===== src/rtl/idct_block_arbiter.sv =====
// idct_block_arbiter: shares one row-serial 8x8 IDCT core between N_REQ requester
// streams. A requester is granted round-robin for a whole block. Its 8 rows are
// fed to the core, then the core's 8 result rows are forwarded downstream,
// tagged with the owning requester ID and a last-row flag.
module idct_block_arbiter #(
    parameter int unsigned N_REQ = 4,
    parameter int unsigned WIN   = 12,
    parameter int unsigned WOUT  = 9,
    parameter int unsigned IDW   = 2
) (
    input  logic                   clock,
    input  logic                   reset_n,
    input  logic [N_REQ*8*WIN-1:0] s_tdata,
    input  logic [N_REQ-1:0]       s_tvalid,
    output logic [N_REQ-1:0]       s_tready,
    output logic [8*WIN-1:0]       core_tdata,
    output logic                   core_tvalid,
    input  logic                   core_tready,
    input  logic [8*WOUT-1:0]      core_rdata,
    input  logic                   core_rvalid,
    output logic                   core_rready,
    output logic [8*WOUT-1:0]      m_tdata,
    output logic                   m_tvalid,
    input  logic                   m_tready,
    output logic [IDW-1:0]         m_tid,
    output logic                   m_tlast,
    output logic                   busy,
    output logic [15:0]            blk_count
);

    typedef enum logic [1:0] {
        StIdle,
        StFeed,
        StDrain
    } state_e;

    state_e         state_q, state_d;
    logic [IDW-1:0] rr_ptr_q, rr_ptr_d;
    logic [IDW-1:0] grant_q, grant_d;
    logic [2:0]     in_cnt_q, in_cnt_d;
    logic [2:0]     out_cnt_q, out_cnt_d;
    logic [15:0]    blk_count_q, blk_count_d;

    logic [8*WIN-1:0] s_rows [N_REQ];
    logic             arb_found;
    logic [IDW-1:0]   arb_pick;
    logic [IDW-1:0]   scan_idx;

    // (base + off) mod N_REQ; both operands are already below N_REQ.
    function automatic logic [IDW-1:0] wrap_add(input logic [IDW-1:0] base,
                                                input int unsigned off);
        int unsigned sum;
        sum = 32'(base) + off;
        if (sum >= N_REQ) begin
            sum = sum - N_REQ;
        end
        return IDW'(sum);
    endfunction

    // Split the flat requester bus into one row per requester.
    always_comb begin
        for (int unsigned r = 0; r < N_REQ; r++) begin
            s_rows[r] = s_tdata[r*8*WIN +: 8*WIN];
        end
    end

    // Round-robin search: first valid requester at or after rr_ptr wins.
    always_comb begin
        arb_found = 1'b0;
        arb_pick  = '0;
        scan_idx  = '0;
        for (int unsigned i = 0; i < N_REQ; i++) begin
            scan_idx = wrap_add(rr_ptr_q, i);
            if (!arb_found && s_tvalid[scan_idx]) begin
                arb_found = 1'b1;
                arb_pick  = scan_idx;
            end
        end
    end

    // Next-state logic and the pass-through handshake muxing.
    always_comb begin
        state_d     = state_q;
        rr_ptr_d    = rr_ptr_q;
        grant_d     = grant_q;
        in_cnt_d    = in_cnt_q;
        out_cnt_d   = out_cnt_q;
        blk_count_d = blk_count_q;
        s_tready    = '0;
        core_tvalid = 1'b0;
        core_tdata  = '0;
        core_rready = 1'b0;
        m_tvalid    = 1'b0;
        m_tdata     = '0;
        m_tlast     = 1'b0;

        unique case (state_q)
            StIdle: begin
                if (arb_found) begin
                    grant_d  = arb_pick;
                    rr_ptr_d = wrap_add(arb_pick, 1);
                    state_d  = StFeed;
                end
            end
            StFeed: begin
                // Grant is held for the whole block, even across s_tvalid gaps.
                core_tvalid        = s_tvalid[grant_q];
                core_tdata         = s_rows[grant_q];
                s_tready[grant_q]  = core_tready;
                if (core_tvalid && core_tready) begin
                    in_cnt_d = in_cnt_q + 3'd1;
                    if (in_cnt_q == 3'd7) begin
                        state_d = StDrain;
                    end
                end
            end
            StDrain: begin
                m_tvalid    = core_rvalid;
                m_tdata     = core_rdata;
                core_rready = m_tready;
                m_tlast     = (out_cnt_q == 3'd7);
                if (m_tvalid && m_tready) begin
                    out_cnt_d = out_cnt_q + 3'd1;
                    if (out_cnt_q == 3'd7) begin
                        state_d     = StIdle;
                        blk_count_d = blk_count_q + 16'd1;
                    end
                end
            end
            default: begin
                state_d = StIdle;
            end
        endcase
    end

    // State registers with synchronous active-low reset.
    always_ff @(posedge clock) begin
        if (!reset_n) begin
            state_q     <= StIdle;
            rr_ptr_q    <= '0;
            grant_q     <= '0;
            in_cnt_q    <= '0;
            out_cnt_q   <= '0;
            blk_count_q <= '0;
        end else begin
            state_q     <= state_d;
            rr_ptr_q    <= rr_ptr_d;
            grant_q     <= grant_d;
            in_cnt_q    <= in_cnt_d;
            out_cnt_q   <= out_cnt_d;
            blk_count_q <= blk_count_d;
        end
    end

    assign m_tid     = grant_q;
    assign busy      = (state_q != StIdle);
    assign blk_count = blk_count_q;

endmodule

===== config.mk =====
export PLATFORM = sky130hd
export DESIGN_NAME = idct_block_arbiter
export DESIGN_NICKNAME = d
export VERILOG_FILES = /design/src/rtl/idct_block_arbiter.sv
export SDC_FILE = /design/constraint.sdc
export NUM_CORES = 1
export LEC_CHECK = 0
export ABC_AREA = 1
export BUFFER_PORTS_ARGS = -buffer_cell sky130_fd_sc_hd__buf_2
export CAP_MARGIN = 20
export CORE_AREA = 2 2 253 255
export CTS_CLUSTER_SIZE = 24
export DETAILED_ROUTE_END_ITERATION = 10
export DIE_AREA = 0 0 255 257
export GPL_ROUTABILITY_DRIVEN = 0
export PLACE_DENSITY = 0.3
export SLEW_MARGIN = 20
export SYNTH_ARGS = -nofsm -noshare
export SYNTH_HDL_FRONTEND = slang
export SYNTH_SLANG_ARGS = --single-unit

===== constraint.sdc =====
create_clock -name clock -period 3.1 [get_ports clock]
set_input_delay 0.93 -clock clock [delete_from_list [all_inputs] [get_ports clock]]
set_output_delay 0.93 -clock clock [all_outputs]
set_load 0.05 [all_outputs]

==> run_results.csv, run 1 <==
group,metric,value,unit
worst_setup_path,worstPathCellList,"inv_2, nand2_1, clkinv_2, buf_12, buf_4, a22oi_1, a21oi_2, buf_2",
timing,max_freq,0.331,GHz
timing,grt_setup_unrepaired,"no",
logic_synthesis,ys_types,31,
worst_setup_path,criticalPathCategory,"flip-flop to output port",
min_path,hold_path.class,"flip-flop to flip-flop",
detailed_routing,vias_per_cell,3.72,
worst_setup_path,cp.required,2.17,ns
worst_setup_path,cp_slowest_cell,"a22oi_1",
detailed_routing,routed_wirelength,48100,um
logic_synthesis,ys_seq_area_share,12.6,%
detailed_routing,dr.first_iter.drc_count,608,
clocking,cts.clk_slew.worst_paths,0.07,ns
logic_synthesis,synth_fp_nets,1231,
worst_setup_path,start_kind,"flip-flop",
detailed_routing,ant_nets,0,
timing,period_share,97.5,%
clocking,clk_latency,0.26,ns
floorplanning,initial_core_util,7.07,%
clocking,cts_buffers,3,
run_status,status,"finished, final reports clean",
final_layout,layout_commonest_cell,"buf_2",
final_layout,fillers,7402,
detailed_routing,vias,8430,
clocking,postCtsHoldBufs,0,
timing,slew_violations,0,
final_layout,final_nets,1884,
final_layout,area_delta_synth_final,116,%
logic_synthesis,netlist_top_cells_area,"a22oi_1 (33%), a21oi_1 (13%), dfxtp_1 (13%), nor2_1 (9.7%), inv_1 (9.1%)",
global_routing,grt_use_total,13.4,%
timing,worst_clock_skew,0.00290,ns
logic_synthesis,avgSynthCellArea,5.83,um2
place,dp_hpwl,42800,um
logic_synthesis,synth_top_area_share,32.5,%
global_routing,antenna_found_initial,56,
logic_synthesis,postSynthCellCount,761,
clocking,clockRootBuffer,"clkbuf_16",
job,drv_cap,0,
clocking,cts_sinks,28,
global_routing,grt_first_pass_wirelength,62200,um
floorplanning,boundaryPins,660,
floorplanning,core_area,62700,um2
global_routing,grt_max_degree,32,
timing,hold_viol,0,
worst_setup_path,critical_path.max_stage_delay,0.46,ns
worst_setup_path,crit_fanout,26,
detailed_routing,wl_per_cell,21.2,um
power_and_ir_drop,irDropWorstVdd,0.000241,V
global_routing,grt_pass1_vias,7986,
final_layout,drive_gt1_share,59.8,%
logic_synthesis,syn_area,4430,um2
clocking,cts-htree-levels,1,
global_routing,grt-ovfl-total,0,
timing,finalSetupViolations,0,
logic_synthesis,ys_warn_count,0,
final_layout,regArea,563,um2
timing,final.setup.tns,0,ns
worst_setup_path,endpoint_kind,"output port",
floorplanning,rows,92,
timing,worst_pin_slew,0.624,ns
timing,setup_ws,0.0788,ns
logic_synthesis,ys_ff_latch,28,
detailed_routing,first_pass_iters,5,
timing,maxSlewHeadroom,58.3,%
timing,period_needed,3.02,ns
clocking,cts.path.max_buffers,2,
floorplanning,fp.dieH,257,um
place,port_buffers,659,
detailed_routing,route.detailed.drc,0,
final_layout,final_cell_mix,"buf_2 (655), a22oi_1 (192), nor2_1 (112), inv_1 (107), a21oi_2 (90)",
final_layout,multi_input_area,3510,um2
logic_synthesis,yosysTopAreaCell,"a22oi_1",
clocking,cts_tree,"built",
floorplanning,die_w,255,um
floorplanning,die_area,65500,um2
power_and_ir_drop,powerDensity,757,nW/um2
power_and_ir_drop,power.leakage,5.07,nW
worst_setup_path,arrival,2.09,ns
place,place_ws,-0.0333,ns
cell usage after synthesis:
cell and instances:
o21a_1 3, dfxtp_1 28, nand2_2 13, a22oi_1 192, buf_6 1, o21ai_1 1
inv_2 12, ha_1 5, buf_1 4, nor3_2 1, nand4_1 3, o21ai_2 1
xnor2_1 1, nand2_4 1, clkbuf_1 36, nor3_1 3, nor2_1 114, o22ai_1 1
nor2_2 4, nand3_1 14, a21o_1 1, inv_1 107, o21ai_0 9, nor2_4 3
nand2_1 64, a31oi_1 2, buf_2 19, a21oi_1 112, xor2_1 2, nand3_2 3
buf_4 1
report_power, final:
group | leakage, nW | total, mW | internal [mW] | switching, mW
Combinational | 4.80 | 6.45 | 2.00 | 4.45
Sequential | 0.228 | 0.466 | 0.398 | 0.0686
Clock | 0.0442 | 0.330 | 0.198 | 0.132
routing by layer:
| metal | part of all wire, % | track usage [%] |
|---|---|---|
| met1 | 35 | 14.3 |
| met3 | 9.7 | 3.74 |
| met4 | 3.7 | 3.70 |
| met2 | 51 | 25.4 |
| met5 | 0.27 | 0 |
kinds of logic (layout without fill, tap and decap cells):
family	Yosys count	count (layout)	synth area share, %
compound gates	322	322	47.6
simple gates	223	223	21.7
buf+inv	180	832	16.0
flops	28	28	12.6
fa+ha+maj	5	5	1.41
xor+xnor	3	3	0.593
other cells	0	7	0
cell type report:
| class | instances | area share, % |
|---|---|---|
| repair buffers | 709 | 40.5 |
| inverters | 119 | 4.76 |
| diodes | 7 | 0.183 |
| multi-input cells | 553 | 36.7 |
| clock buffers | 4 | 0.928 |
| flip-flops and latches | 28 | 5.88 |
| well taps | 846 | 11.1 |
metrics by stage:
step	utilization (%)	hold slack (ns)	total power, mW	cells	instance area, um2
floorplan	-	0.428	4.71	761	4770
global placement	15.1	0.449	6.93	2255	9450
detailed placement	15.1	0.456	6.94	2255	9450
CTS	15.2	0.474	7.29	2259	9540
global route	15.2	0.498	7.69	2264	9560
finish	15.3	0.474	7.24	2266	9570
worst max-delay path: cells and delay by family, from the launching register on:
kind / cells / cell delay, ns
buf+inv: 5 / 0.71
compound gates: 2 / 0.57
simple gates: 1 / 0.08
flops: 1 / 0.41
flip-flops by register name, indices dropped and copies added (netlist names):
register	count
m_tid	2
rr_ptr_q	2
blk_count	16
state_q	2
in_cnt_q	3
out_cnt_q	3
timing repair:
| item | 4_1_cts | 5_1_grt |
|---|---|---|
| setup endpoints to repair | 2 | 13 |
| pin swaps | 0 | 0 |
| resized for setup | 2 | 5 |
| setup buffers | 0 | 0 |
worst paths after layout:
path              cells past startpoint          from             end  slack [ns]
setup reg to reg                     11    state_q[0]   blk_count[11]        0.97
hold reg to reg                       1  out_cnt_q[0]    out_cnt_q[0]        0.47
hold / removal                        1  out_cnt_q[0]    out_cnt_q[0]        0.47
setup / recovery                      8      m_tid[1]  core_tdata[87]        0.08
Power figures use the tool's default switching activity.
==> run 2, diff against run 1 <==
==> constraint.sdc (replaced) <==
create_clock -name clock -period 3.1 [get_ports clock]
set_input_delay 0.775 -clock clock [delete_from_list [all_inputs] [get_ports clock]]
set_output_delay 0.775 -clock clock [all_outputs]
set_load 0.05 [all_outputs]
==> run_results.csv, run 2 (synthesis results as in run 1) <==
group,metric,value,unit
worst_setup_path,cp.required,2.32,ns
worst_setup_path,criticalPathCategory,"flip-flop to output port",
final_layout,final_nets,1858,
detailed_routing,dr.first_iter.drc_count,660,
detailed_routing,ant_nets,0,
timing,finalSetupViolations,0,
place,dp_hpwl,40000,um
timing,period_needed,3.04,ns
floorplanning,rows,92,
worst_setup_path,crit_fanout,43,
floorplanning,boundaryPins,660,
detailed_routing,vias_per_cell,3.77,
timing,maxSlewHeadroom,61.3,%
place,port_buffers,659,
timing,hold_viol,0,
final_layout,layout_commonest_cell,"buf_2",
timing,worst_pin_slew,0.580,ns
worst_setup_path,endpoint_kind,"output port",
detailed_routing,route.detailed.drc,0,
clocking,post_cts_buffers,0,
timing,max_freq,0.328,GHz
final_layout,fin_cells,2257,
clocking,ctsResizeCount,0,
timing,final.setup.tns,0,ns
floorplanning,initial_core_util,7.07,%
clocking,postCtsHoldBufs,0,
worst_setup_path,arrival,2.27,ns
clocking,cts-htree-levels,1,
global_routing,grt_first_pass_wirelength,61400,um
detailed_routing,vias,8501,
power_and_ir_drop,power.leakage,4.93,nW
global_routing,grt-ovfl-total,0,
global_routing,grt_max_degree,79,
clocking,clk_latency,0.27,ns
worst_setup_path,start_kind,"flip-flop",
global_routing,antenna_found_initial,50,
floorplanning,core_area,62700,um2
clocking,cts_buffers,3,
power_and_ir_drop,irDropWorstVdd,0.000328,V
final_layout,final_util,14.3,%
global_routing,grt_pass1_vias,8076,
floorplanning,die_w,255,um
clocking,cts_sinks,28,
clocking,cts_tree,"built",
place,dpl.cell_count,2229,
final_layout,fillers,7410,
job,drv_cap,0,
timing,worst_clock_skew,0.00283,ns
timing,slew_violations,0,
final_layout,area_delta_synth_final,103,%
min_path,hold_path.class,"flip-flop to flip-flop",
power_and_ir_drop,powerDensity,738,nW/um2
clocking,cts.clk_slew.worst_paths,0.07,ns
global_routing,grt_use_total,13.1,%
final_layout,drive_gt1_share,52.3,%
detailed_routing,first_pass_iters,5,
detailed_routing,routed_wirelength,46900,um
floorplanning,fp.dieH,257,um
timing,grt_setup_unrepaired,"no",
final_layout,final_cell_mix,"buf_2 (659), a22oi_1 (192), nor2_1 (114), a21oi_1 (112), inv_1 (107)",
run_status,status,"finished, final reports clean",
clocking,clockRootBuffer,"clkbuf_16",
final_layout,largest_reg_flops,16,
clocking,cts.path.max_buffers,2,
timing,period_share,98.2,%
detailed_routing,wl_per_cell,20.8,um
floorplanning,die_area,65500,um2
==> run 2: cell types whose count changed in the layout (fill, tap and decap cells not counted), moves of 2 or more <==
cell / delta
a21oi_1: +90
a21oi_2: -90
buf_4: -23
diode_2: +17
buf_12: -6
buf_2: +4
dfxtp_1: +2
dfxtp_2: -2
nor2_1: +2
==> run 2: power breakdown <==
group / total, mW / internal [mW] / switching (mW) / leakage, nW
logic: 5.78 / 1.63 / 4.15 / 4.65
clock network: 0.395 / 0.258 / 0.137 / 0.0513
registers: 0.462 / 0.395 / 0.0669 / 0.227
==> run 2: final cells by class <==
| cell class | count | area [um2] | area share [%] |
|---|---|---|---|
| multi-input combinational | 553 | 3170 | 35.2 |
| antenna | 24 | 60.1 | 0.668 |
| sequential | 28 | 561 | 6.23 |
| timing repair buffer | 683 | 3590 | 39.9 |
| clock buffer | 3 | 75.1 | 0.835 |
| inverter | 119 | 452 | 5.02 |
| clock inverter | 1 | 30.0 | 0.334 |
| tap | 846 | 1060 | 11.8 |
==> run 2: worst paths after layout <==
check                    start       endpoint  slack, ns  depth (start not counted)
setup reg to reg   rr_ptr_q[0]    rr_ptr_q[1]       1.25                         11
hold reg to reg   out_cnt_q[0]   out_cnt_q[0]       0.47                          1
setup / recovery      m_tid[1]  core_tdata[2]       0.06                          6
hold / removal    out_cnt_q[0]   out_cnt_q[0]       0.47                          1
==> run 2: per-stage QoR <==
step / hold WS, ns / setup slack (ns) / instance area [um2] / total power [mW]
after global placement: 0.453 / 0.351 / 8830 / 6.28
after global routing: 0.485 / 0.0130 / 8980 / 7.05
final: 0.465 / 0.0553 / 8990 / 6.64
after detailed placement: 0.452 / 0.366 / 8830 / 6.26
after CTS: 0.467 / 0.133 / 8930 / 6.68
after floorplan: 0.428 / 0.0891 / 4430 / 4.34
==> run 2: per-layer routing <==
| metal | GRT usage, % | wire length [um] | vias to the layer above |
|---|---|---|---|
| li1 | - | - | 3941 |
| met1 | 14.3 | 16900 | 3904 |
| met2 | 21.8 | 22200 | 538 |
| met3 | 4.44 | 5030 | 96 |
| met4 | 8.15 | 2670 | 22 |
| met5 | 0 | 117 | - |
==> run 2: critical path, stage by stage (launching register included) <==
cell      delay (ns)
dfxtp_1         0.50
nand2_1         0.19
clkinv_2        0.13
buf_12          0.23
a22oi_1         0.13
a21oi_1         0.44
buf_2           0.36
